## src/rtl/lab5_pkg.sv

```systemverilog
// Shared constants and types for the shape-guessing lab round controller.
package lab5_pkg;
    localparam int SHAPE_BITS   = 3;
    localparam int NUM_SHAPES   = 4;
    localparam int PATTERN_BITS = 12;

    typedef logic [3:0] count_t;

    typedef enum logic [2:0] {
        IDLE,
        LOAD,
        PLAY,
        CHECK,
        WAIT,
        DONE
    } game_state_t;
endpackage

```

## src/rtl/score_history.sv

```systemverilog
// 16-entry x 8-bit score history ({Znarly, Zood}); used only with SCORE_HISTORY_EN.
module score_history (
    input  logic       clock,
    input  logic       reset,
    input  logic       clear,
    input  logic       we,
    input  logic [3:0] waddr,
    input  logic [7:0] wdata,
    input  logic [3:0] raddr,
    output logic [7:0] rdata
);
    logic [15:0][7:0] mem_q;

    always_ff @(posedge clock) begin
        if (reset || clear) begin
            mem_q <= '0;
        end else if (we) begin
            mem_q[waddr] <= wdata;
        end
    end

    assign rdata = mem_q[raddr];
endmodule

```

## src/rtl/game_round_controller.sv

```systemverilog
// Sequences one game: master load, per-round grade request, score latch, win/loss.
// Optional score history storage under macro SCORE_HISTORY_EN.
module game_round_controller #(
    parameter int NUM_ROUNDS = 8,
    parameter int NUM_SHAPES = lab5_pkg::NUM_SHAPES
) (
    input  logic       clock,
    input  logic       reset,
    input  logic       startGame,
    input  logic       masterLoaded,
    input  logic       gradeIt,
    input  logic       scoreValid,
    input  logic [3:0] Znarly,
    input  logic [3:0] Zood,
    output logic       loadEnable,
    output logic       check,
    output logic [3:0] roundNumber,
    output logic [3:0] lastZnarly,
    output logic [3:0] lastZood,
    output logic       scoreError,
    output logic       gameWon,
    output logic       gameOver,
    input  logic [3:0] histIndex,
    output logic [3:0] histZnarly,
    output logic [3:0] histZood
);
    import lab5_pkg::*;

    localparam count_t     ROUNDS_C = count_t'(NUM_ROUNDS);
    localparam count_t     SHAPES_C = count_t'(NUM_SHAPES);
    localparam logic [4:0] SHAPES5  = 5'(NUM_SHAPES);

    game_state_t state_q, state_d;
    count_t      round_q, round_d;
    count_t      zn_q, zn_d;
    count_t      zo_q, zo_d;
    logic        won_q, won_d;
    logic        over_q, over_d;
    logic        err_q, err_d;
    logic [4:0]  score_sum;
    logic        illegal;
    logic        accept;

    // Sum is taken 5 bits wide so 15+15 cannot wrap into a legal value.
    assign score_sum = {1'b0, Znarly} + {1'b0, Zood};
    assign illegal   = score_sum > SHAPES5;
    assign accept    = (state_q == WAIT) && scoreValid && !illegal && !startGame;

    always_ff @(posedge clock) begin
        if (reset) begin
            state_q <= IDLE;
            round_q <= '0;
            zn_q    <= '0;
            zo_q    <= '0;
            won_q   <= 1'b0;
            over_q  <= 1'b0;
            err_q   <= 1'b0;
        end else begin
            state_q <= state_d;
            round_q <= round_d;
            zn_q    <= zn_d;
            zo_q    <= zo_d;
            won_q   <= won_d;
            over_q  <= over_d;
            err_q   <= err_d;
        end
    end

    always_comb begin
        state_d = state_q;
        round_d = round_q;
        zn_d    = zn_q;
        zo_d    = zo_q;
        won_d   = won_q;
        over_d  = over_q;
        err_d   = 1'b0;
        // A restart wins over everything, including a score arriving this cycle.
        if (startGame) begin
            state_d = LOAD;
            round_d = '0;
            zn_d    = '0;
            zo_d    = '0;
            won_d   = 1'b0;
            over_d  = 1'b0;
        end else begin
            case (state_q)
                LOAD: if (masterLoaded) begin
                    state_d = PLAY;
                    round_d = 4'd1;
                end
                PLAY:  if (gradeIt) state_d = CHECK;
                CHECK: state_d = WAIT;
                WAIT: if (scoreValid) begin
                    if (illegal) begin
                        err_d = 1'b1;
                    end else begin
                        zn_d = Znarly;
                        zo_d = Zood;
                        if (Znarly == SHAPES_C) begin
                            state_d = DONE;
                            won_d   = 1'b1;
                            over_d  = 1'b1;
                        end else if (round_q == ROUNDS_C) begin
                            state_d = DONE;
                            over_d  = 1'b1;
                        end else begin
                            state_d = PLAY;
                            round_d = round_q + 4'd1;
                        end
                    end
                end
                IDLE, DONE: ;
                default: state_d = IDLE;
            endcase
        end
    end

    always_comb begin
        loadEnable = (state_q == LOAD);
        check      = (state_q == CHECK);
    end

    assign roundNumber = round_q;
    assign lastZnarly  = zn_q;
    assign lastZood    = zo_q;
    assign scoreError  = err_q;
    assign gameWon     = won_q;
    assign gameOver    = over_q;

`ifdef SCORE_HISTORY_EN
    logic [7:0] hist_rdata;

    score_history u_hist (
        .clock (clock),
        .reset (reset),
        .clear (startGame),
        .we    (accept),
        .waddr (round_q - 4'd1),
        .wdata ({Znarly, Zood}),
        .raddr (histIndex),
        .rdata (hist_rdata)
    );

    assign histZnarly = (histIndex < round_q) ? hist_rdata[7:4] : 4'd0;
    assign histZood   = (histIndex < round_q) ? hist_rdata[3:0] : 4'd0;
`else
    logic unused_hist;
    assign unused_hist = ^{histIndex, accept};
    assign histZnarly  = 4'd0;
    assign histZood    = 4'd0;
`endif
endmodule

```

## config.mk

```make
export PLATFORM = sky130hd
export DESIGN_NAME = game_round_controller
export DESIGN_NICKNAME = d
export VERILOG_FILES = /design/src/rtl/lab5_pkg.sv /design/src/rtl/score_history.sv /design/src/rtl/game_round_controller.sv
export SDC_FILE = /design/constraint.sdc
export NUM_CORES = 1
export LEC_CHECK = 0
export ABC_AREA = 1
export CAP_MARGIN = 20
export CORE_ASPECT_RATIO = 1.75
export CORE_UTILIZATION = 42
export CTS_CLUSTER_SIZE = 28
export DETAILED_ROUTE_END_ITERATION = 16
export PLACE_DENSITY = 0.79
export SKIP_CTS_REPAIR_TIMING = 1
export SLEW_MARGIN = 20
export SYNTH_ARGS = -nofsm -noshare
export SYNTH_HDL_FRONTEND = slang
export SYNTH_SLANG_ARGS = --single-unit
```

## constraint.sdc

```tcl
create_clock -name clock -period 4.1 [get_ports clock]
set_input_delay 0.41 -clock clock [delete_from_list [all_inputs] [get_ports clock]]
set_output_delay 0.41 -clock clock [all_outputs]
set_load 0.005 [all_outputs]
```

Yosys cells after proc, flatten, opt, wreduce, memory -nomap -nowiden
Index checks and enable logic that the tools add are counted.
W data, S select, Z words.

word-level totals
  register bits after elaboration = 18
  word-level logic and storage cells = 62
  output and inout bits = 25

cells by class
  add/sub/neg operators = 2
  muxes and demuxes = 17
  order comparisons = 1
  bitwise logic cells = 4
  equal/unequal tests = 18
  reduce and logical (&&, ||, !) cells = 12

operators with widths
  cell                   number
  $mux W4                5
  $mux W3                6
  $pmux W3 S5            1
  $ne A2 B2 Y1 const B   7
  $ne A3 B3 Y1 const B   4
  $reduce_and A5 Y1      2
  $pmux W4 S2            1
  $reduce_and A4 Y1      2
  $eq A3 B2 Y1 const B   2
  $eq A3 B3 Y1 const B   2
  $reduce_and A6 Y1      1
  $add A4 B4 Y5          1
  $gt A5 B3 Y1 const B   1
  $add A4 B1 Y4 const B  1
  $eq A4 B3 Y1 const B   1
  $eq A4 B4 Y1 const B   1
  $mux W1                4
  $not A1 Y1             4
  $reduce_bool A2 Y1     2
  $reduce_or A2 Y1       2
  $reduce_or A4 Y1       1
  $eq A3 B1 Y1 const B   1
  $logic_not A3 Y1       1
  $reduce_and A3 Y1      1

Depth between registers and ports, before layout
  word-level depth = 7
  gate-level depth with buffers = 14
  depth with buffers taken out = 14

Worst setup path after synthesis
No wires, ideal clock.

  kind = input-to-reg
  start point = input Znarly[0]
  end point = register zo_q[1], in the netlist lastZood[1]
  library setup time = 142 ps
  path buffers = 1
  data arrival time = 1853 ps
  cell stages on the path = 11
  path slack = 2105 ps
  path through = ha_1 > inv_1 > fa_1 > nand2_1 > nand2_1 > nand3b_4 > nor2_8 > nand2_4 > buf_6 > nor2_1 > a211oi_2

between the ends
  longest elaborated chain between the ends = 4

RTL lines
  item                         line                         source
  start, declared              game_round_controller.sv:13  input logic [3:0] Znarly,
  $add A4 B4 Y5                game_round_controller.sv:45  assign score_sum = {1'b0, Znarly} + {1'b0, Zood};
  $gt A5 B3 Y1                 game_round_controller.sv:46  assign illegal = score_sum > SHAPES5;
  $not A1 Y1 (no line)         n/a
  $reduce_and A3 Y1 (no line)  n/a
  end signal, assigned         game_round_controller.sv:62  zo_q <= zo_d;
  end, declared                game_round_controller.sv:36  count_t zo_q, zo_d;

Every way passes these cells.
A chain may end at the register's enable or synchronous reset.

Final worst setup path
  start point = input Znarly[0]
  end point = register zo_q[2], in the netlist lastZood[2]

Same word-level chain as after synthesis.

==> flow_summary.ini <==
[floorplanning]
io_pins = 43
die_h_um = 73.9
dieArea_um2 = 3180
fp.dieW_um = 43.1
initial_core_util_pct = 45.0
num_rows = 25
core-area_um2 = 2750

[routing]
drt_iter0_markers = 31
wl_met3_um = 88
routedWlPerCell_um = 11.2
routed.top_layer = met4
wl_met1_um = 897
drtAntennaViolNets = 0
dr.pass1.iters = 4
wl_met2_um = 1530
detailroute.via_count = 1132
viasPerCell = 4.94
drc_errors = 0
postRouteWirelength_um = 2570

[global_route]
grt_max_degree = 18
grt_usage_pct = 18.1
grt_pass1_vias = 1089
grt_remaining_overflow = 0
grt_pass1_wl_um = 4300
grt_antenna_before_repair = 0

[sta]
setup_viol_count_final = 0
slew_violations = 0
period_needed_ns = 2.34
period_share_pct = 57.1
final.setup.tns_ns = 0
relSlewSlack_pct = 65.0
hold_violations = 0
rsz0062_at_grt = false
tightest_slew_ns = 0.524
clock.fmax_ghz = 0.427
fin_skew_ns = 0.00692

[critical_path]
cp-start-kind = input port
worstSetupPathType = in -> reg
endpoint_kind = register
max_stage_delay_ns = 0.52
path_buf_inv = 2
critPathSlowestCell = clkdlybuf4s50_1
path_delay_family = simple AND/OR/NAND/NOR gates
crit_fanout = 17
crit_top_cell = nand2_1
crit_chain = clkdlybuf4s50_1 > ha_1 > inv_1 > fa_1 > nand2_1 > nand2_1 > nand3b_4 > nor2_8 > nand2_4 > nor2_1 > a211oi_2
cp.required_ns = 4.22
worstPathArrival_ns = 2.47

[yosys]
synth_edf_count = 0
yosysWarnings = 0
yosysMostFrequentCell = inv_1
netlist_instances = 171
yosysTopAreaCell = dfxtp_1
yosysSeqAreaShare_pct = 29.1
ys_ff_latch = 18
netlist_area_um2 = 1240
synth_top_area_share_pct = 29.1
synthArstFlopShare_pct = 0
syn_area_per_cell_um2 = 7.25
synthTopCellsByArea = dfxtp_1 29%, inv_1 10%, nand2_1 8.5%
ys_types = 27
ys.flop_type = dfxtp_1
synth_common_cells = 33 x inv_1, 28 x nand2_1, 26 x nor2_1

[cts]
cts_root_buffer = clkbuf_8
cts_made_buffers = 3
cts_tree = yes
worst_setup_hold_path_clk_slew_ns = 0.07
clk_latency_ns = 0.26
cts-htree-levels = 1
clockBufferDepth = 2
cts_sinks = 18

[power_and_ir_drop]
pwr-share-seq_pct = 42.7
p_int_mw = 0.302
leakage_nw = 0.706
power.density_nw_per_um2 = 269
peakVddDrop_mv = 0.210
switching_share_pct = 28.9
p_comb_share_pct = 22.0
switching_power_mw = 0.123
clkPwrFrac_pct = 35.2

[finish]
area_growth_pct = 27.4
stdcell_area_um2 = 1580
layout.nets = 228
drive_gt1_share_pct = 11.4
antenna_cells = 0

[placed_design]
dpl_cell_area_um2 = 1530
port_buffers = 30
routabilityCongestion = 0.845
dpl.hpwl_um = 2060

[status]
status = complete, no violations

[hold_path]
hp-class = reg -> reg

[job]
drv_cap = 0
## cell usage in the layout (no fill, tap or decap)
cell,n
nand4_1,3
nor3_1,1
nor4_1,1
a211oi_2,8
nand3_2,1
inv_2,2
nor2_1,26
fa_1,1
conb_1,8
nor2_8,1
nand3b_4,1
inv_1,33
clkbuf_8,4
clkdlybuf4s50_1,30
o21a_1,2
nand2_1,28
nand2_4,2
nand2_2,2
nor2_4,2
dfxtp_1,18
o21ai_0,5
xor2_1,2
ha_1,6
or2_1,1
nand3_1,10
a21oi_1,4
## tightest hold or removal path: cells and delay by family, from the launching register on
family	cells	cell delay, ns
buffers and inverters	1	0.06
AO/OA/AOI/OAI	1	0.05
flip-flops	1	0.31
## state kept, by name, indices dropped and copies added (netlist names)
register,cells
gameWon,1
roundNumber,4
lastZood,4
scoreError,1
gameOver,1
state_q,3
lastZnarly,4
## routing by layer
layer / track usage (%) / up-vias
met4: 9.43 / 0
met3: 2.46 / 5
met1: 16.6 / 519
met5: 0 / -
met2: 36.5 / 31
li1: - / 577
## final cells by class
| cell class | count | area (um2) |
|---|---|---|
| clock buffers | 4 | 55.1 |
| multi-input cells | 115 | 699 |
| flip-flops and latches | 18 | 360 |
| fillers | 273 | 1170 |
| repair buffers | 30 | 300 |
| well taps | 27 | 33.8 |
| inverters | 35 | 131 |
## power by group through the flow
stage | Combinational, mW | Sequential, mW | Clock (mW)
final | 0.0935 | 0.182 | 0.150
after detailed placement | 0.0931 | 0.186 | 0
after floorplan | 0.0684 | 0.185 | 0
after global routing | 0.106 | 0.182 | 0.160
after global placement | 0.0911 | 0.186 | 0
after CTS | 0.0937 | 0.182 | 0.152
## logic make-up after synthesis
| logic type | Yosys count | synth area share [%] |
|---|---|---|
| flip-flops | 18 | 29.1 |
| AO/OA/AOI/OAI | 19 | 12.9 |
| adder cells (fa/ha/maj) | 7 | 7.67 |
| other | 1 | 0.302 |
| buffers and inverters | 45 | 16.7 |
| XOR/XNOR | 2 | 1.41 |
| AND/OR/NAND/NOR | 79 | 32.0 |
## worst paths after layout
check	end	startpoint	slack (ns)	depth (start not counted)
setup / recovery	lastZood[2]$_SDFFE_PP0P_	Znarly[0]	1.76	11
hold reg to reg	lastZnarly[0]$_SDFFE_PP0P_	lastZnarly[0]$_SDFFE_PP0P_	0.47	2
setup reg to reg	roundNumber[1]$_SDFFE_PP0P_	roundNumber[0]$_SDFFE_PP0P_	2.57	10
hold / removal	lastZnarly[0]$_SDFFE_PP0P_	lastZnarly[0]$_SDFFE_PP0P_	0.47	2
## per-stage QoR
stage          hold slack, ns  total power [mW]  utilization (%)  std cells  setup slack, ns
5_1_grt                 0.493             0.448             57.4        229             1.61
2_1_floorplan           0.464             0.253                -        178             2.10
6_report                0.467             0.425             57.4        229             1.76
3_3_place_gp            0.450             0.277             55.4        225             1.50
3_5_place_dp            0.457             0.279             55.4        225             1.46
4_1_cts                 0.468             0.427             57.4        229             1.74
Note: power is estimated with default switching activity, not from simulation.
